### src/rtl/pulse_period_meter.sv
// Measures clk-cycle spacing between rising edges of pulse_in, with edge count and timeout.
// Define PULSE_PERIOD_SYNC_EN to pass pulse_in through a two-flop synchronizer first.
module pulse_period_meter #(
    parameter int CNT_W  = 16,
    parameter int EDGE_W = 8
) (
    input  logic              clk,
    input  logic              rst_n,
    input  logic              pulse_in,
    input  logic              clear,
    output logic [CNT_W-1:0]  period,
    output logic              period_vld,
    output logic              timeout,
    output logic [EDGE_W-1:0] edge_cnt,
    output logic              busy
);

    typedef enum logic {IDLE = 1'b0, RUN = 1'b1} state_t;

    localparam logic [CNT_W-1:0] CNT_MAX = '1;

    state_t           r_state;
    logic [CNT_W-1:0] r_cnt;
    logic             r_p_d;
    logic             w_p_s;
    logic             w_rise;

`ifdef PULSE_PERIOD_SYNC_EN
    logic [1:0] r_sync;

    always_ff @(posedge clk or negedge rst_n) begin
        if (!rst_n) r_sync <= 2'b00;
        else        r_sync <= {r_sync[0], pulse_in};
    end

    assign w_p_s = r_sync[1];
`else
    assign w_p_s = pulse_in;
`endif

    assign w_rise = w_p_s & ~r_p_d;

    always_ff @(posedge clk or negedge rst_n) begin
        if (!rst_n) begin
            r_state    <= IDLE;
            r_cnt      <= '0;
            r_p_d      <= 1'b0;
            period     <= '0;
            period_vld <= 1'b0;
            timeout    <= 1'b0;
            edge_cnt   <= '0;
            busy       <= 1'b0;
        end else begin
            r_p_d      <= w_p_s;
            period_vld <= 1'b0;
            timeout    <= 1'b0;
            // clear discards a coincident rise entirely; period is kept
            if (clear) begin
                r_state  <= IDLE;
                r_cnt    <= '0;
                edge_cnt <= '0;
                busy     <= 1'b0;
            end else begin
                if (w_rise) edge_cnt <= edge_cnt + EDGE_W'(1);
                case (r_state)
                    IDLE: begin
                        if (w_rise) begin
                            r_state <= RUN;
                            r_cnt   <= CNT_W'(1);
                            busy    <= 1'b1;
                        end
                    end
                    RUN: begin
                        // an edge on the saturating cycle wins over timeout
                        if (w_rise) begin
                            period     <= r_cnt;
                            period_vld <= 1'b1;
                            r_cnt      <= CNT_W'(1);
                        end else if (r_cnt == CNT_MAX) begin
                            timeout <= 1'b1;
                            r_state <= IDLE;
                            r_cnt   <= '0;
                            busy    <= 1'b0;
                        end else begin
                            r_cnt <= r_cnt + CNT_W'(1);
                        end
                    end
                    default: r_state <= IDLE;
                endcase
            end
        end
    end

endmodule

### config.mk
export PLATFORM = sky130hd
export DESIGN_NAME = pulse_period_meter
export DESIGN_NICKNAME = d
export VERILOG_FILES = /design/src/rtl/pulse_period_meter.sv
export SDC_FILE = /design/constraint.sdc
export NUM_CORES = 1
export LEC_CHECK = 0
export CELL_PAD_IN_SITES_DETAIL_PLACEMENT = 1
export CELL_PAD_IN_SITES_GLOBAL_PLACEMENT = 1
export CORE_MARGIN = 4
export CORE_UTILIZATION = 45
export CTS_BUF_LIST = sky130_fd_sc_hd__clkbuf_16
export DETAILED_ROUTE_END_ITERATION = 6
export GPL_ROUTABILITY_DRIVEN = 0
export PLACE_DENSITY_LB_ADDON = 0.1
export REMOVE_ABC_BUFFERS = 1
export SYNTH_ARGS = -nofsm -noshare
export SYNTH_HDL_FRONTEND = slang
export SYNTH_SLANG_ARGS = --single-unit
### constraint.sdc
create_clock -name clk -period 5.4 [get_ports clk]
set_clock_uncertainty 0.2 [all_clocks]
set_input_delay 0.81 -clock clk [delete_from_list [all_inputs] [get_ports clk]]
set_output_delay 0.81 -clock clk [all_outputs]
set_load 0.03 [all_outputs]
==> results.json <==
{
  "synth_area_leader_cell": "dfrtp_1",
  "clkTransAtPathRegs_ns": 0.06,
  "run_status": "completed",
  "finalHoldViolations": 0,
  "die_area_sq_um": 5800,
  "cts_hold_buf": 0,
  "clockBufferDepth": 2,
  "grt_start_max_net_pins": 46,
  "wire_per_inst_um": 18.0,
  "cts_max_level": 2,
  "power_density_nw_per_um2": 270,
  "drt_wl_total_mm": 4.89,
  "cts_resized": 0,
  "crit_path_start_kind": "input pin",
  "viasPerCell": 5.92,
  "fmax_mhz": 336,
  "maxCapViolations": 0,
  "worst_pin_slew_ns": 0.997,
  "syn_to_final_growth_pct": 20.2,
  "required_ns": 5.36,
  "cts_inserted_buffers": 5,
  "layout.nets": 227,
  "yosysSeqAreaShare_pct": 53.9,
  "dieHeight_um": 76.1,
  "tns_ns": 0,
  "min_path_type": "reg2reg",
  "yosysTopAreaCellShare_pct": 53.9,
  "die_w_um": 76.1,
  "cpPeakStageDelay_ns": 0.71,
  "grt_pass1_vias": 1692,
  "yosys_warnings": 0,
  "hold_slack_ns": 0.304,
  "drtIter0Drc": 77,
  "finalMaxSlewViolations": 0,
  "worstPathArrival_ns": 2.94,
  "vdd_ir_drop_max_mv": 0.188,
  "period_share_pct": 55.0,
  "cts_setup_buffers": 0,
  "rows": 24,
  "clock-sinks": 45,
  "portBuffers": 30,
  "crit_chain": "clkdlybuf4s50_1 > nand2b_1 > nor2_2 > mux2_2",
  "crit_buf_inv": 1,
  "dr.pass1.iters": 4,
  "period_needed_ns": 2.97,
  "rsz0062_at_grt": "false",
  "antenna_found_initial": 0,
  "dp_cells": 266,
  "critical_path_class": "in2reg",
  "core-area_sq_um": 4410,
  "post_dp_cell_area_sq_um": 2380,
  "pin_count": 31,
  "synth_area_per_cell_sq_um": 10.8,
  "yosys-top-cells-area": "dfrtp_1 54%, mux2_2 9.2%, nand2_1 3.6%",
  "worstSkewPairLatency_ns": 0.28,
  "instances_no_fill": 272,
  "postSynthCellCount": 193,
  "total_power_w": 0.000679,
  "root_buffer": "clkbuf_16",
  "ys_ff_latch": 45,
  "setup_viol": 0,
  "drive_gt1_share_pct": 14.1,
  "dpl.hpwl_mm": 3.38,
  "antenna_cells": 0,
  "cp_max_fo": 17,
  "relSlewSlack_pct": 33.6,
  "ant_nets": 0,
  "cts_tree": "built",
  "num_vias": 1609,
  "grt_pass1_wl_mm": 8.74,
  "leakage_nw": 1.08,
  "critPathTopFamily": "simple AND/OR/NAND/NOR gates",
  "synth_area_sq_um": 2090,
  "drc": 0,
  "start_util_pct": 47.3,
  "ys_types": 37,
  "worstSetupEndpointType": "flip-flop",
  "critical_path.slowest_cell": "nor2_2",
  "grt_usage_pct": 18.4,
  "fin_area_sq_um": 2510,
  "grt-ovfl-total": 0
}
cells in the mapped netlist:
cell	instances
buf_6	4
o31ai_1	2
nand3_1	11
o21ai_2	1
nand4_1	7
xnor2_1	2
o22a_1	2
a21boi_0	1
nand2b_1	2
a31oi_1	7
and4_4	2
nand2_1	20
or3_1	3
xor2_1	6
nor2_2	1
nor2b_1	1
nor2_4	1
and3_1	5
a211oi_1	2
o21ai_1	1
nor2_1	17
or2b_2	1
and4_1	2
mux2_2	17
ha_1	2
a21oi_1	7
a31o_2	1
buf_4	1
a2111oi_0	1
clkbuf_1	3
o21ai_0	4
dfrtp_1	45
a41oi_1	1
nor3_1	4
nor4_1	1
inv_1	4
buf_2	1
power breakdown:
part / switching (W) / internal (W) / total, W
Combinational: 0.0000311 / 0.0000175 / 0.0000486
Sequential: 0.00000727 / 0.000344 / 0.000351
Clock: 0.000114 / 0.000165 / 0.000279
worst paths after layout:
kind / start / endpoint / slack (ns) / cells after the start
worst max-delay path: clear / period[12] / 2.43 / 4
worst min-delay path: period[10] / period[10] / 0.30 / 1
worst max register to register: r_cnt[0] / r_cnt[11] / 3.18 / 6
worst min register to register: period[10] / period[10] / 0.30 / 1
max in group asynchronous: rst_n / timeout / 3.88 / 1
min in group asynchronous: rst_n / edge_cnt[4] / 0.49 / 1
cell families (layout without fill, tap and decap cells):
group | after synthesis | count (layout) | share of synthesized area, %
AND/OR/NAND/NOR | 78 | 78 | 19.1
flip-flops | 45 | 45 | 53.9
AO/OA/AOI/OAI | 30 | 30 | 9.28
multiplexers | 17 | 17 | 9.16
buffers and inverters | 13 | 40 | 4.01
XOR/XNOR | 8 | 8 | 3.35
adder cells (fa/ha/maj) | 2 | 2 | 1.20
metrics by stage:
| step | util [%] | setup WS (ns) |
|---|---|---|
| CTS | 56.9 | 2.42 |
| detailed placement | 53.9 | 2.12 |
| finish | 56.9 | 2.43 |
| global route | 56.9 | 2.27 |
| floorplan | - | 3.24 |
| global placement | 53.9 | 2.19 |
area by class of cell:
class                   count  area [sq um]
clock buffers               5           125
clock inverters             1          5.00
fillers                   465          1900
inverters                   4          15.0
multi-input cells         135           880
flip-flops and latches     45          1130
well taps                  52          65.1
repair buffers             30           295
registers in the layout (all words and copies together), names as in the netlist:
signal      cells
busy            1
edge_cnt        8
period         16
period_vld      1
r_cnt          16
r_p_d           1
r_state         1
timeout         1
layout by cell type (no fill, tap or decap), types with 2 or more instances in the layout:
master / n
dfrtp_1: 45
clkdlybuf4s50_1: 29
nand2_1: 20
nor2_1: 17
mux2_2: 17
nand3_1: 11
nand4_1: 7
a21oi_1: 7
a31oi_1: 7
xor2_1: 6
and3_1: 5
clkbuf_16: 5
nor3_1: 4
inv_1: 4
o21ai_0: 4
or3_1: 3
nand2b_1: 2
and4_1: 2
and4_4: 2
xnor2_1: 2
o22a_1: 2
a211oi_1: 2
o31ai_1: 2
ha_1: 2
layer usage:
layer | part of all wire, % | vias up | GRT usage, %
met1 | 44 | 834 | 24.2
met4 | 1.1 | 0 | 4.72
li1 | - | 744 | -
met3 | 3.7 | 5 | 4.96
met2 | 52 | 26 | 30.1
met5 | 0 | - | 0
Note: power is estimated with default switching activity, not from simulation.
==> patch 1 (same flow settings) <==
Build with the macro `PULSE_PERIOD_SYNC_EN` defined.
--- a/src/rtl/pulse_period_meter.sv
+++ b/src/rtl/pulse_period_meter.sv
@@ -1,5 +1,7 @@
 // Measures clk-cycle spacing between rising edges of pulse_in, with edge count and timeout.
 // Define PULSE_PERIOD_SYNC_EN to pass pulse_in through a two-flop synchronizer first.
+`define PULSE_PERIOD_SYNC_EN
+
 module pulse_period_meter #(
     parameter int CNT_W  = 16,
     parameter int EDGE_W = 8
Behaviour: not the same (a bounded check fails within 4 cycles, from zero or initial values and one cycle with rst_n low).
==> patch 1 against the unedited design <==
- wire length rose by 7.6%
- power rose by 4.9%
- register-to-register slack got worse by 0.35 ns
- synthesized cell count fell by 2.6%
- sequential power rose by 4%
- worst setup slack got worse by 0.23 ns
- final cell count fell by 0.74%
- count of clock-buffer cells in the layout did not move
- synthesized area rose by 2.3%
- die area rose by 2.0%
- sequential cell count rose by 2
- combinational power rose by 8.2%
- design area rose by 3.4%
- largest cell class unchanged
==> patch 1: results <==
[clock_network]
cts_root_buffer = "clkbuf_16"
insertion_delay_ns = 0.29
numCtsBuffers = 5
path_clk_slew_ns = 0.06
htree_levels = 2
post_cts_buffers = 0
cts_resized = 0
clockBufferDepth = 2

[min_path]
min_from = "r_sync[0]"
worstHoldPathCells = 0
whs_endpoint = "r_sync[1]"
hold_path.class = "flip-flop to flip-flop"

[layout]
reg.largest.list = "period (16), r_cnt (16), edge_cnt (8)"
drive_above_1_share_pct = 12.8
num_antenna_cells = 0
layout.nets = 223
finalNonFillerCells = 270

[setup_path]
max_stage_delay_ns = 0.98
rr_worst_depth = 4
cp_slowest_cell = "nor2_1"
rr_startpoint = "r_sync[1]"
crit_fanout = 18
r2r_end = "r_cnt[8]"
crit_family = "simple AND/OR/NAND/NOR gates"
rrSetupSlack_ns = 2.83
worst_ep_arrival_time_ns = 3.17

[yosys]
synth.distinct_cells = 43
ys_seq_area_share_pct = 55.0
ys_top_cells_by_area = "dfrtp_1, mux2_2, a31oi_1"
ys_async_sr_fraction_pct = 100
yosysWarnings = 0
synth_area_per_cell_sq_um = 11.4
ys_top_cells_by_count = "dfrtp_1, mux2_2, nor2_1"

[sta]
worst_hold_slack_ns = 0.167
tightest_slew_ns = 1.12
layout_setup_ws_ns = 2.20

[global_routing]
grt_max_degree = 48
antenna_found_initial = 0
grt_util_all_layers_pct = 19.3
grtUsageMet1_pct = 24.9
grt_pass1_wl_microns = 9050
met2_usage_pct = 31.4
use_met3_pct = 3.63
grt_pass1_vias = 1768

[route]
drt-met1-wl_microns = 2350
dr.first_iter.drc_count = 68
route.met3.wl_microns = 191
via_count = 1630
wl_met2_microns = 2640
dr.pass1.iters = 4
wire_per_inst_microns = 19.5
topRoutingLayerUsed = "met4"

[pwr]
p_leak_nw = 1.08
p_sw_w = 0.000168
ir_drop_mv = 0.122

[place]
post_dp_cell_area_sq_um = 2460
dp.cells = 262
pre_cts_ws_ns = 1.93
dp_hpwl_microns = 3720

[status]
status = "complete, no violations"
-- patch 1: cell types whose count changed after synthesis, moves of 3 or more --
| cell | change |
|---|---|
| nand3b_1 | +3 |
| buf_6 | -3 |
| o211ai_1 | +3 |
| and3_1 | -3 |
| a31oi_1 | +3 |
| or4_1 | +3 |
| nand2_1 | -13 |
| o22ai_1 | +3 |
| xor2_1 | -3 |
| nor2_1 | -5 |
| inv_1 | +3 |
-- patch 1: power by group through the flow --
stage / sequential (W) / combinational [W] / clock, W
floorplan: 0.000379 / 0.0000195 / 0
global placement: 0.000372 / 0.0000504 / 0
detailed placement: 0.000373 / 0.0000537 / 0
CTS: 0.000366 / 0.0000540 / 0.000294
global route: 0.000368 / 0.0000577 / 0.000313
finish: 0.000366 / 0.0000526 / 0.000293
-- patch 1: cells by family after synthesis --
logic type	after synthesis	synth area share, %
AOI/OAI and AO/OA	35	11.3
DFF	47	55.0
buffers and inverters	16	3.40
adders and majority gates	2	1.17
and+or+nand+nor	64	17.3
xor gates and xnor gates	7	2.87
muxes	17	8.90
-- patch 1: worst max path at each step --
stage               depth (start not counted)  slack, ns      start   endpoint
global route                                4       1.90      clear   r_cnt[8]
finish                                      4       2.20      clear   r_cnt[8]
global placement                            4       2.14      clear   r_cnt[8]
CTS                                         4       2.20      clear   r_cnt[8]
floorplan                                   3       3.00  r_sync[1]  period[0]
detailed placement                          4       1.93      clear   r_cnt[8]
-- patch 1: cell type report --
| type | count | area, sq um |
|---|---|---|
| clock buffers | 5 | 125 |
| clock inverters | 3 | 12.5 |
| fillers | 485 | 1880 |
| inverters | 7 | 26.3 |
| multi-input cells | 125 | 888 |
| flip-flops and latches | 47 | 1180 |
| well taps | 52 | 65.1 |
| repair buffers | 31 | 303 |
==> patch 2 (config.mk and constraints unchanged) <==
Without the edit above. Register the input `clear` before use. The logic sees it one clock later. The other inputs are not delayed to match.
--- a/src/rtl/pulse_period_meter.sv
+++ b/src/rtl/pulse_period_meter.sv
@@ -18,6 +18,12 @@
     typedef enum logic {IDLE = 1'b0, RUN = 1'b1} state_t;
 
     localparam logic [CNT_W-1:0] CNT_MAX = '1;
+
+    logic clear_q;
+
+    always_ff @(posedge clk) begin
+        clear_q <= clear;
+    end
 
     state_t           r_state;
     logic [CNT_W-1:0] r_cnt;
@@ -55,7 +61,7 @@
             period_vld <= 1'b0;
             timeout    <= 1'b0;
             // clear discards a coincident rise entirely; period is kept
-            if (clear) begin
+            if (clear_q) begin
                 r_state  <= IDLE;
                 r_cnt    <= '0;
                 edge_cnt <= '0;
Function: changed (Yosys sat finds a counterexample within 4 cycles, from zero or initial values and one cycle with rst_n low).
==> patch 2 against the unedited design <==
- power increased by 6.6%
- first-iteration DRC count grew 9.1%
- worst setup slack better by 0.23 ns
- synthesized area increased by 0.96%
- wire length grew 0.47%
- final cell count increased by 1.1%
- sequential cell count rose by 1
- design area is 1.0% higher
- clock power rose by 3%
- die area increased by 0.86%
- largest power group unchanged
==> patch 2: results <==
[status]
status = "complete, no violations"

[pwr]
ir_drop_mv = 0.170
p_sw_w = 0.000174
p_leak_nw = 1.08

[global_routing]
grt_pass1_wl_microns = 8650
antenna_found_initial = 0
grt_util_all_layers_pct = 18.4
grt_max_degree = 46
grt_pass1_vias = 1719

[clock_network]
numCtsBuffers = 5
path_clk_slew_ns = 0.06
post_cts_buffers = 0
clockBufferDepth = 2
htree_levels = 2
cts_root_buffer = "clkbuf_16"
insertion_delay_ns = 0.28

[layout]
finalNonFillerCells = 275
layout.nets = 228
reg.largest.list = "period (16), r_cnt (16), edge_cnt (8)"
num_antenna_cells = 0
drive_above_1_share_pct = 13.5

[setup_path]
crit_fanout = 12
rrSetupSlack_ns = 3.21
rr_worst_depth = 6
cp-startpoint = "pulse_in"
r2r_end = "r_cnt[11]"
rr_startpoint = "r_cnt[0]"
worst_ep_arrival_time_ns = 2.70
critPathCapture = "r_cnt[7]"

[route]
wire_per_inst_microns = 17.9
dr.first_iter.drc_count = 84
dr.pass1.iters = 4
vias_per_cell = 5.86

[yosys]
ys_async_sr_fraction_pct = 97.8
ys_top_cells_by_count = "dfrtp_1, nand2_1, mux2_2, nor2_1, nand3_1"
ys_top_cells_by_area = "dfrtp_1, mux2_2, nand2_1"
ys_seq_area_share_pct = 54.3
synth.distinct_cells = 38
synth_area_per_cell_sq_um = 10.9

[sta]
tightest_slew_ns = 0.975

[place]
dp_hpwl_microns = 3430
io_buffers = 30
dp.cells = 267
post_dp_cell_area_sq_um = 2400

[min_path]
hold_path.class = "flip-flop to flip-flop"
min_from = "period[10]"
## patch 2: cell count changes in the layout (fill, tap and decap cells not counted)
cell / before / now
clkinv_1: 0 / 3
clkinv_2: 1 / 0
dfxtp_1: 0 / 1
## patch 2: cell type report
cell class	count	area, sq um
repair buffers	30	295
flip-flops and latches	46	1150
clock buffers	5	125
fillers	490	1910
well taps	52	65.1
multi-input cells	135	880
clock inverters	3	11.3
inverters	4	15.0
## patch 2: worst min path at each step
stage	slack, ns	cells past startpoint	to
after floorplan	0.26	1	r_cnt[15]
after global placement	0.29	1	period[7]
after detailed placement	0.30	1	period[1]
after CTS	0.31	1	period[10]
after global routing	0.32	1	period[10]
final	0.30	1	period[10]
## patch 2: logic make-up after synthesis
kind of cell	synth area share (%)
simple gates	18.9
fa+ha+maj	1.19
mux	9.07
flops	54.3
compound gates	9.19
xor+xnor	3.32
buf+inv	3.97
## patch 2: per-stage QoR
stage	setup slack [ns]	total power (W)	utilization, %
2_1_floorplan	3.22	0.000410	-
3_5_place_dp	2.36	0.000444	54.0
5_1_grt	2.47	0.000757	57.1
4_1_cts	2.64	0.000733	57.1
3_3_place_gp	2.48	0.000441	54.0
6_report	2.66	0.000724	57.1
## patch 2: metal layers
| metal | up-vias | routed length [microns] | track usage (%) |
|---|---|---|---|
| met5 | - | 0 | 0 |
| met3 | 9 | 154 | 4.37 |
| met4 | 0 | 80 | 6.70 |
| li1 | 747 | - | - |
| met2 | 32 | 2500 | 30.4 |
| met1 | 824 | 2180 | 23.4 |
## patch 2: power by group through the flow
stage	registers (W)	clock network [W]	logic, W
final	0.000370	0.000287	0.0000665
after detailed placement	0.000376	0	0.0000677
after global placement	0.000375	0	0.0000653
after floorplan	0.000389	0	0.0000218
after CTS	0.000370	0.000294	0.0000679
after global routing	0.000373	0.000312	0.0000727
## patch 2: worst max-delay path, stage by stage
cell and delay, ns:
clkdlybuf4s50_1 0.50, nor2b_1 0.58, or3_1 0.46, a21boi_0 0.24, o21ai_0 0.10
